### config.mk
export PLATFORM = sky130hd
export DESIGN_NAME = fetch_stage_flat
export DESIGN_NICKNAME = d
export VERILOG_FILES = /design/src/rtl/fetch_pkg.sv /design/src/rtl/fetch_if.sv /design/src/rtl/fetch_fifo.sv /design/src/rtl/fetch_stage.sv /design/src/flat_wrapper.sv
export SDC_FILE = /design/constraint.sdc
export NUM_CORES = 1
export LEC_CHECK = 0
export CAP_MARGIN = 15
export CORE_MARGIN = 3
export CORE_UTILIZATION = 47
export DETAILED_ROUTE_END_ITERATION = 10
export PLACE_DENSITY = 0.76
export SYNTH_ARGS = -nofsm -noshare
export SYNTH_HDL_FRONTEND = slang
export SYNTH_SLANG_ARGS = --single-unit
export TNS_END_PERCENT = 100
### constraint.sdc
create_clock -name clk_i -period 4.5 [get_ports clk_i]
set_clock_uncertainty 0.2 [all_clocks]
set_input_delay 0.9 -clock clk_i [delete_from_list [all_inputs] [get_ports clk_i]]
set_output_delay 0.9 -clock clk_i [all_outputs]
set_load 0.01 [all_outputs]
### src/rtl/fetch_pkg.sv
// Shared types and constants for the instruction-fetch stage.
package fetch_pkg;

  localparam logic [31:0] RESET_PC = 32'h0000_0120;

  typedef enum logic {
    IDLE = 1'b0,
    WAIT = 1'b1
  } fetch_state_t;

  typedef struct packed {
    logic [31:0] pc;
    logic [31:0] instr;
  } fetch_entry_t;

  localparam int ENTRY_W = $bits(fetch_entry_t);

endpackage

### src/rtl/fetch_if.sv
// Instruction-memory request/response bus between fetch and imem.
interface fetch_if;
  logic        imem_req_o;
  logic [31:0] imem_addr_o;
  logic        imem_gnt_i;
  logic        imem_rvalid_i;
  logic [31:0] imem_rdata_i;

  modport master (
    output imem_req_o,
    output imem_addr_o,
    input  imem_gnt_i,
    input  imem_rvalid_i,
    input  imem_rdata_i
  );

  modport slave (
    input  imem_req_o,
    input  imem_addr_o,
    output imem_gnt_i,
    output imem_rvalid_i,
    output imem_rdata_i
  );
endinterface

### src/rtl/fetch_fifo.sv
// Small instruction FIFO with registered head outputs and a synchronous flush.
module fetch_fifo #(
  parameter int DEPTH = 2,
  parameter int WIDTH = 64
) (
  input  logic                       clk_i,
  input  logic                       reset_i,
  input  logic                       flush,
  input  logic                       push,
  input  logic [WIDTH-1:0]           push_data,
  input  logic                       pop,
  output logic                       head_valid,
  output logic [WIDTH-1:0]           head_data,
  output logic [$clog2(DEPTH):0]     count
);

  localparam int AW = (DEPTH > 1) ? $clog2(DEPTH) : 1;
  localparam int CW = $clog2(DEPTH) + 1;

  logic [WIDTH-1:0] mem [DEPTH];
  logic [AW-1:0]    rd_ptr_reg, rd_ptr_next;
  logic [AW-1:0]    wr_ptr_reg, wr_ptr_next;
  logic [CW-1:0]    count_reg, count_next;
  logic             head_valid_reg, head_valid_next;
  logic [WIDTH-1:0] head_data_reg, head_data_next;

  always_comb begin
    rd_ptr_next     = rd_ptr_reg + AW'(pop);
    wr_ptr_next     = wr_ptr_reg + AW'(push);
    count_next      = count_reg + CW'(push) - CW'(pop);
    head_valid_next = 1'b0;
    head_data_next  = '0;
    if (flush) begin
      rd_ptr_next = '0;
      wr_ptr_next = '0;
      count_next  = '0;
    end else if (count_next != '0) begin
      head_valid_next = 1'b1;
      // The word written this edge becomes the head when the FIFO drains to it.
      if (push && (rd_ptr_next == wr_ptr_reg)) begin
        head_data_next = push_data;
      end else begin
        head_data_next = mem[rd_ptr_next];
      end
    end
  end

  always_ff @(posedge clk_i) begin
    if (push && !flush) begin
      mem[wr_ptr_reg] <= push_data;
    end
  end

  always_ff @(posedge clk_i) begin
    if (reset_i) begin
      rd_ptr_reg     <= '0;
      wr_ptr_reg     <= '0;
      count_reg      <= '0;
      head_valid_reg <= 1'b0;
      head_data_reg  <= '0;
    end else begin
      rd_ptr_reg     <= rd_ptr_next;
      wr_ptr_reg     <= wr_ptr_next;
      count_reg      <= count_next;
      head_valid_reg <= head_valid_next;
      head_data_reg  <= head_data_next;
    end
  end

  assign head_valid = head_valid_reg;
  assign head_data  = head_data_reg;
  assign count      = count_reg;

  a_no_overflow: assert property (@(posedge clk_i) disable iff (reset_i)
    !(push && !pop && !flush && (count_reg == CW'(DEPTH))));
  a_no_underflow: assert property (@(posedge clk_i) disable iff (reset_i)
    !(pop && (count_reg == '0)));

endmodule

### src/rtl/fetch_stage.sv
// Instruction-fetch stage: one imem read in flight, FIFO to decode, flush on taken branch.
// Optional stall-cycle counter enabled by defining FETCH_PERF_EN.
module fetch_stage
  import fetch_pkg::*;
#(
  parameter int DEPTH = 2
) (
  input  logic        clk_i,
  input  logic        reset_i,
  input  logic [31:0] pc_i,
  input  logic        isTakenBranch_i,
  output logic        halt_o,
  fetch_if.master     imem,
  output logic        instr_valid_o,
  output logic [31:0] instr_o,
  output logic [31:0] instr_pc_o,
  input  logic        instr_ready_i
`ifdef FETCH_PERF_EN
  ,
  output logic [31:0] perf_stall_cnt_o
`endif
);

  localparam int CW = $clog2(DEPTH) + 1;

  fetch_state_t  state_reg, state_next;
  logic          drop_reg, drop_next;
  logic [31:0]   pend_pc_reg;
  logic [CW-1:0] fifo_count;
  logic [CW-1:0] occupancy;
  logic          space;
  logic          req;
  logic          grant;
  logic          push;
  logic          pop;
  fetch_entry_t  push_entry;
  fetch_entry_t  head_entry;
  logic          head_valid;

  // A response that will be dropped does not need a FIFO slot reserved.
  assign occupancy = fifo_count + CW'((state_reg == WAIT) && !drop_reg);
  assign space     = occupancy < CW'(DEPTH);

  always_ff @(posedge clk_i) begin
    if (reset_i) begin
      state_reg   <= IDLE;
      drop_reg    <= 1'b0;
      pend_pc_reg <= '0;
    end else begin
      state_reg   <= state_next;
      drop_reg    <= drop_next;
      if (grant) begin
        pend_pc_reg <= pc_i;
      end
    end
  end

  always_comb begin
    state_next = state_reg;
    drop_next  = drop_reg;
    case (state_reg)
      IDLE: if (grant) state_next = WAIT;
      WAIT: if (imem.imem_rvalid_i && !grant) state_next = IDLE;
      default: state_next = IDLE;
    endcase
    if ((state_reg == WAIT) && imem.imem_rvalid_i) begin
      drop_next = 1'b0;
    end
    if (isTakenBranch_i && (state_reg == WAIT) && !imem.imem_rvalid_i) begin
      drop_next = 1'b1;
    end
  end

  always_comb begin
    req   = !reset_i && !isTakenBranch_i && space &&
            ((state_reg == IDLE) || imem.imem_rvalid_i);
    grant = req && imem.imem_gnt_i;
    push  = imem.imem_rvalid_i && (state_reg == WAIT) && !drop_reg && !isTakenBranch_i;
    pop   = head_valid && instr_ready_i;
  end

  assign imem.imem_req_o  = req;
  assign imem.imem_addr_o = pc_i;
  assign halt_o           = !grant;

  assign push_entry = '{pc: pend_pc_reg, instr: imem.imem_rdata_i};

  fetch_fifo #(
    .DEPTH (DEPTH),
    .WIDTH (ENTRY_W)
  ) u_fifo (
    .clk_i      (clk_i),
    .reset_i    (reset_i),
    .flush      (isTakenBranch_i),
    .push       (push),
    .push_data  (push_entry),
    .pop        (pop),
    .head_valid (head_valid),
    .head_data  (head_entry),
    .count      (fifo_count)
  );

  assign instr_valid_o = head_valid;
  assign instr_o       = head_entry.instr;
  assign instr_pc_o    = head_entry.pc;

`ifdef FETCH_PERF_EN
  logic [31:0] perf_cnt_reg;

  always_ff @(posedge clk_i) begin
    if (reset_i) begin
      perf_cnt_reg <= '0;
    end else if (!head_valid) begin
      perf_cnt_reg <= perf_cnt_reg + 32'd1;
    end
  end

  assign perf_stall_cnt_o = perf_cnt_reg;
`endif

endmodule

### src/flat_wrapper.sv
// flat-port wrapper written by rule: the top's interface ports become plain ports
module fetch_stage_flat import fetch_pkg::*;
#(
  parameter int DEPTH = 2
)
  (clk_i, reset_i, pc_i, isTakenBranch_i, halt_o, instr_valid_o, instr_o, instr_pc_o, instr_ready_i, imem_imem_req_o, imem_imem_addr_o, imem_imem_gnt_i, imem_imem_rvalid_i, imem_imem_rdata_i);
  fetch_if imem_i ();
  input  logic clk_i;
  input  logic reset_i;
  input  logic [31:0] pc_i;
  input  logic isTakenBranch_i;
  output logic halt_o;
  output logic instr_valid_o;
  output logic [31:0] instr_o;
  output logic [31:0] instr_pc_o;
  input  logic instr_ready_i;
  output wire logic [$bits(imem_i.imem_req_o)-1:0] imem_imem_req_o;
  output wire logic [$bits(imem_i.imem_addr_o)-1:0] imem_imem_addr_o;
  input wire logic [$bits(imem_i.imem_gnt_i)-1:0] imem_imem_gnt_i;
  input wire logic [$bits(imem_i.imem_rvalid_i)-1:0] imem_imem_rvalid_i;
  input wire logic [$bits(imem_i.imem_rdata_i)-1:0] imem_imem_rdata_i;
  assign imem_imem_req_o = imem_i.imem_req_o;
  assign imem_imem_addr_o = imem_i.imem_addr_o;
  assign imem_i.imem_gnt_i = imem_imem_gnt_i;
  assign imem_i.imem_rvalid_i = imem_imem_rvalid_i;
  assign imem_i.imem_rdata_i = imem_imem_rdata_i;
  fetch_stage #(.DEPTH(DEPTH)) u_core (.clk_i(clk_i), .reset_i(reset_i), .pc_i(pc_i), .isTakenBranch_i(isTakenBranch_i), .halt_o(halt_o), .imem(imem_i), .instr_valid_o(instr_valid_o), .instr_o(instr_o), .instr_pc_o(instr_pc_o), .instr_ready_i(instr_ready_i));
endmodule
==> results.txt <==
* Outcome: finished, final reports clean
* Launching point of the worst reg2reg path: u_core.state_reg$_SDFF_PP0_
- Depth of the CTS H-tree: 1
- Sorting the synthesized cells by area gives the leading types as sky130_fd_sc_hd__edfxtp_1 (43%), sky130_fd_sc_hd__dfxtp_1 (23%), sky130_fd_sc_hd__a311oi_2 (10%).
- Data on the critical path is required at its endpoint by about 3400 ps.
* Slack of the worst reg-to-reg path: just over 2000 ps
* Final-report hold violation count: 0
- Setup violations remaining at the end of the flow were counted as 0.
- Relative contribution of the clock network to total power: 42.1%
- Summed over all cells, the static leakage comes to 3.88 nW.
* Final core utilization: 61.8%
- In this run the post-CTS setup repair buffer count came out at 0.
- The via count of the first global-routing pass came to 5922.
- Post-layout total power: 4.32 mW
* Global-route wire length before repair: 31.4 mm
- Counting I/O delays and the setup requirement, the final critical path takes around 3700 ps.
* Max FFs per register: between 100 and 150
- Detailed-routing iteration count for the pre-antenna-repair pass: 5
- between 150 and 200 I/O pins were placed.
* Hold depth: 0
* Wirelength, routed: 20.1 mm
* Startpoint class of the critical path: input pin
- After synthesis, the netlist uses 33 different library cells.
- Counting flops and latches in the post-synthesis netlist gives between 200 and 250.
- Worst vdd ir: roughly 0.00033 V
* Number of cells traversed by the worst register-to-register path: 9
* Fraction of synthesis flops using an asynchronous set or reset pin: 0%
- The synthesized design contains 128 enable-type register cells.
- Across the run, the number of max-cap violations was 0.
* Post-synthesis instance area: 8890 um2
- The number of hold buffers added after CTS was 0.
- Hold Slack: 278 ps
* Setup repair after global routing missed its margin: no
- Once detailed placement completed, the half-perimeter wirelength came to around 12 mm.
- Number of diodes added for antenna fixing: 0
- Summed over all nets, the switching power comes to between 800 and 900 uW.
- Clock Latency Late Sink: between 400 and 500 ps
* CTS Buffer Depth: 3
* Transition time at the pin with the least slew margin: ~960 ps
* Cell count after synthesis: 714
- The tightest min-delay check is of the flip-flop to flip-flop type.
- The setup path with the least slack is of type input pin to output port.
- The worst pin sits at a relative slew slack of around a third.
* Internal power: about 3.4 mW
* Warning count from the yosys run: 0
- Congestion Overflow GR: 0
- Overall track demand over capacity in global routing: 19.2%
- The number of nets handed over by synthesis was 786.
- The endpoint identified for the worst register-to-register timing path is u_core.u_fifo.head_data[0]$_SDFF_PP0_.
- After clock tree synthesis, the clock-pin slew on the worst setup and hold paths is 60 ps.
- TritonCTS buffer count: 23
- The synthesized design devotes to its leading area cell type 43.2% of total area.
* Clock Root Buffer: sky130_fd_sc_hd__clkbuf_16
- Based on the critical path, the design can be clocked at up to 0.269 GHz.
- Number of vias after detailed routing: ~6000
* Initial antenna violation count: 0
- Largest fanout on the critical path: 6
* Worst Path Arrival: around 2600 ps
- The worst hold path terminates at u_core.u_fifo.mem[0][52]$_DFFE_PP_.
- Die ar.: 20600 um2
- Clock tree synthesis found a total of ~230 sinks.
* Share of layout cells above drive strength 1: 14.0%
* TritonCTS clock tree: done
- Total negative slack: 0 ps
- The count of nets left with antenna violations once routing finished came out at 0.
* P&R area growth vs syn: 27.0%
* Starting density of the core: 48.7%
- Port buffering added 168 buffers.
- The worst setup path is captured at an output port.
- For this design the ratio of total power to cell area is around 380 nW/um2.
- Share of the clock period used by the worst path after layout: 82.7%
- Summed over all instances, the cell type with the most area after synthesis is sky130_fd_sc_hd__edfxtp_1.
* Die height: 144 um
- The floorplan has between 40 and 50 rows.
- After the last flow step, the layout net total stands at 906.
- The detailed router finished its first iteration with 378 violations.
- DRC errors left: 0
- Averaged over all synthesized cells, the footprint is between 10 and 15 um2.
- The count of final max-slew check failures came to 0.
- Min-Delay Startpoint: u_core.pend_pc_reg[20]$_SDFFE_PP0N_
- Entering global routing, the biggest net connects 65 pins.
- Die Width: between 100 and 150 um
* Portion of the post-synthesis area used by sequential elements: between 60% and 70%
* CP Launch Point: isTakenBranch_i
- The core region is 18300 um2.
- For this run, the leading register cell type out of synthesis is sky130_fd_sc_hd__edfxtp_1.
- Total of cells resized after clock tree synthesis: 0
* Proportion of power drawn by flip-flops and latches: a little over half
- Average routed wire per standard cell: around 19 um
- Switching power share of the total: 20.3%
- Combinational logic is responsible for 5.5% of the overall power.
- Routability-driven placement finished with a final weighted congestion of 0.741.
* Vias per std cell: around 5.6
[cells in the final DEF, fill, tap and decap left out, types with 3 or more instances in the layout]
cell,netlist,routed
sky130_fd_sc_hd__inv_1,3,3
sky130_fd_sc_hd__a311oi_1,4,4
sky130_fd_sc_hd__nor2_1,6,4
sky130_fd_sc_hd__clkbuf_1,32,8
sky130_fd_sc_hd__nand2_1,131,130
sky130_fd_sc_hd__a21oi_1,97,97
sky130_fd_sc_hd__and2_1,7,5
sky130_fd_sc_hd__buf_12,0,3
sky130_fd_sc_hd__o21ai_0,23,23
sky130_fd_sc_hd__clkbuf_8,0,5
sky130_fd_sc_hd__clkbuf_16,0,23
sky130_fd_sc_hd__a311oi_2,60,60
sky130_fd_sc_hd__nand3_1,32,32
sky130_fd_sc_hd__buf_4,39,14
sky130_fd_sc_hd__edfxtp_1,128,128
sky130_fd_sc_hd__dfxtp_1,103,103
sky130_fd_sc_hd__clkdlybuf4s50_1,0,168
sky130_fd_sc_hd__o21ai_1,10,9
[worst max-delay path: stages]
cell	delay, ps
sky130_fd_sc_hd__clkdlybuf4s50_1	490
sky130_fd_sc_hd__nor2_1	440
sky130_fd_sc_hd__nand2_1	140
sky130_fd_sc_hd__nor2_1	110
sky130_fd_sc_hd__clkdlybuf4s50_1	540
[logic make-up (layout without fill, tap and decap cells)]
group | count (synthesis) | count (layout) | share of synthesized area, %
buffers and inverters | 94 | 229 | 5.80
flip-flops | 231 | 231 | 66.4
AND/OR/NAND/NOR | 183 | 183 | 8.67
XOR/XNOR | 3 | 3 | 0.296
multiplexers | 2 | 2 | 0.239
adder cells (fa/ha/maj) | 2 | 2 | 0.281
AO/OA/AOI/OAI | 199 | 199 | 18.3
[power groups by stage]
stage          clock network [mW]  logic [mW]  registers, mW
6_report                     1.82       0.239           2.26
5_1_grt                      1.95       0.258           2.27
4_1_cts                      1.85       0.241           2.26
3_5_place_dp                    0       0.239           2.31
3_3_place_gp                    0       0.236           2.31
2_1_floorplan                   0       0.110           2.31
[cell usage after synthesis (2+ instances only)]
cell type / number
sky130_fd_sc_hd__edfxtp_1: 128
sky130_fd_sc_hd__o21ai_0: 23
sky130_fd_sc_hd__nand2_1: 131
sky130_fd_sc_hd__a311oi_1: 4
sky130_fd_sc_hd__buf_4: 39
sky130_fd_sc_hd__o21a_1: 2
sky130_fd_sc_hd__dfxtp_1: 103
sky130_fd_sc_hd__nor2_1: 6
sky130_fd_sc_hd__inv_1: 3
sky130_fd_sc_hd__ha_1: 2
sky130_fd_sc_hd__buf_2: 13
sky130_fd_sc_hd__and2_1: 7
sky130_fd_sc_hd__o21ai_1: 10
sky130_fd_sc_hd__a21oi_1: 97
sky130_fd_sc_hd__nand3_1: 32
sky130_fd_sc_hd__xnor2_1: 2
sky130_fd_sc_hd__a311oi_2: 60
sky130_fd_sc_hd__clkbuf_1: 32
sky130_fd_sc_hd__buf_1: 6
[through the flow]
stage | setup WS, ps | cells | instance area (um2)
floorplan | 930 | 714 | 8900
global placement | 841 | 1038 | 10600
detailed placement | 802 | 1038 | 10600
CTS | 787 | 1078 | 11300
global route | 671 | 1078 | 11300
finish | 779 | 1078 | 11300
[routing by layer]
metal | global-route usage, % | routed length [um] | vias to the layer above
li1 | - | - | 2820
met1 | 27.0 | 8900 | 2937
met2 | 31.2 | 9510 | 217
met3 | 3.93 | 1430 | 23
met4 | 4.11 | 246 | 0
met5 | 0 | 0 | -
[final cells by class]
type / instances / area (um2)
fill: 1439 / 6980
sequential: 231 / 5910
multi-input combinational: 389 / 2520
timing repair buffer: 185 / 1850
clock buffer: 36 / 674
tap: 229 / 287
clock inverter: 4 / 46.3
inverter: 4 / 15.0
[how the worst max path moves through the flow]
stage | endpoint | cells after the start
after floorplan | u_core.u_fifo.mem[0][0]$_DFFE_PP_ | 3
after global placement | imem_imem_req_o | 5
after detailed placement | imem_imem_req_o | 5
after CTS | imem_imem_req_o | 5
after global routing | imem_imem_req_o | 5
final | imem_imem_req_o | 5
(Power assumes the default switching activity.)
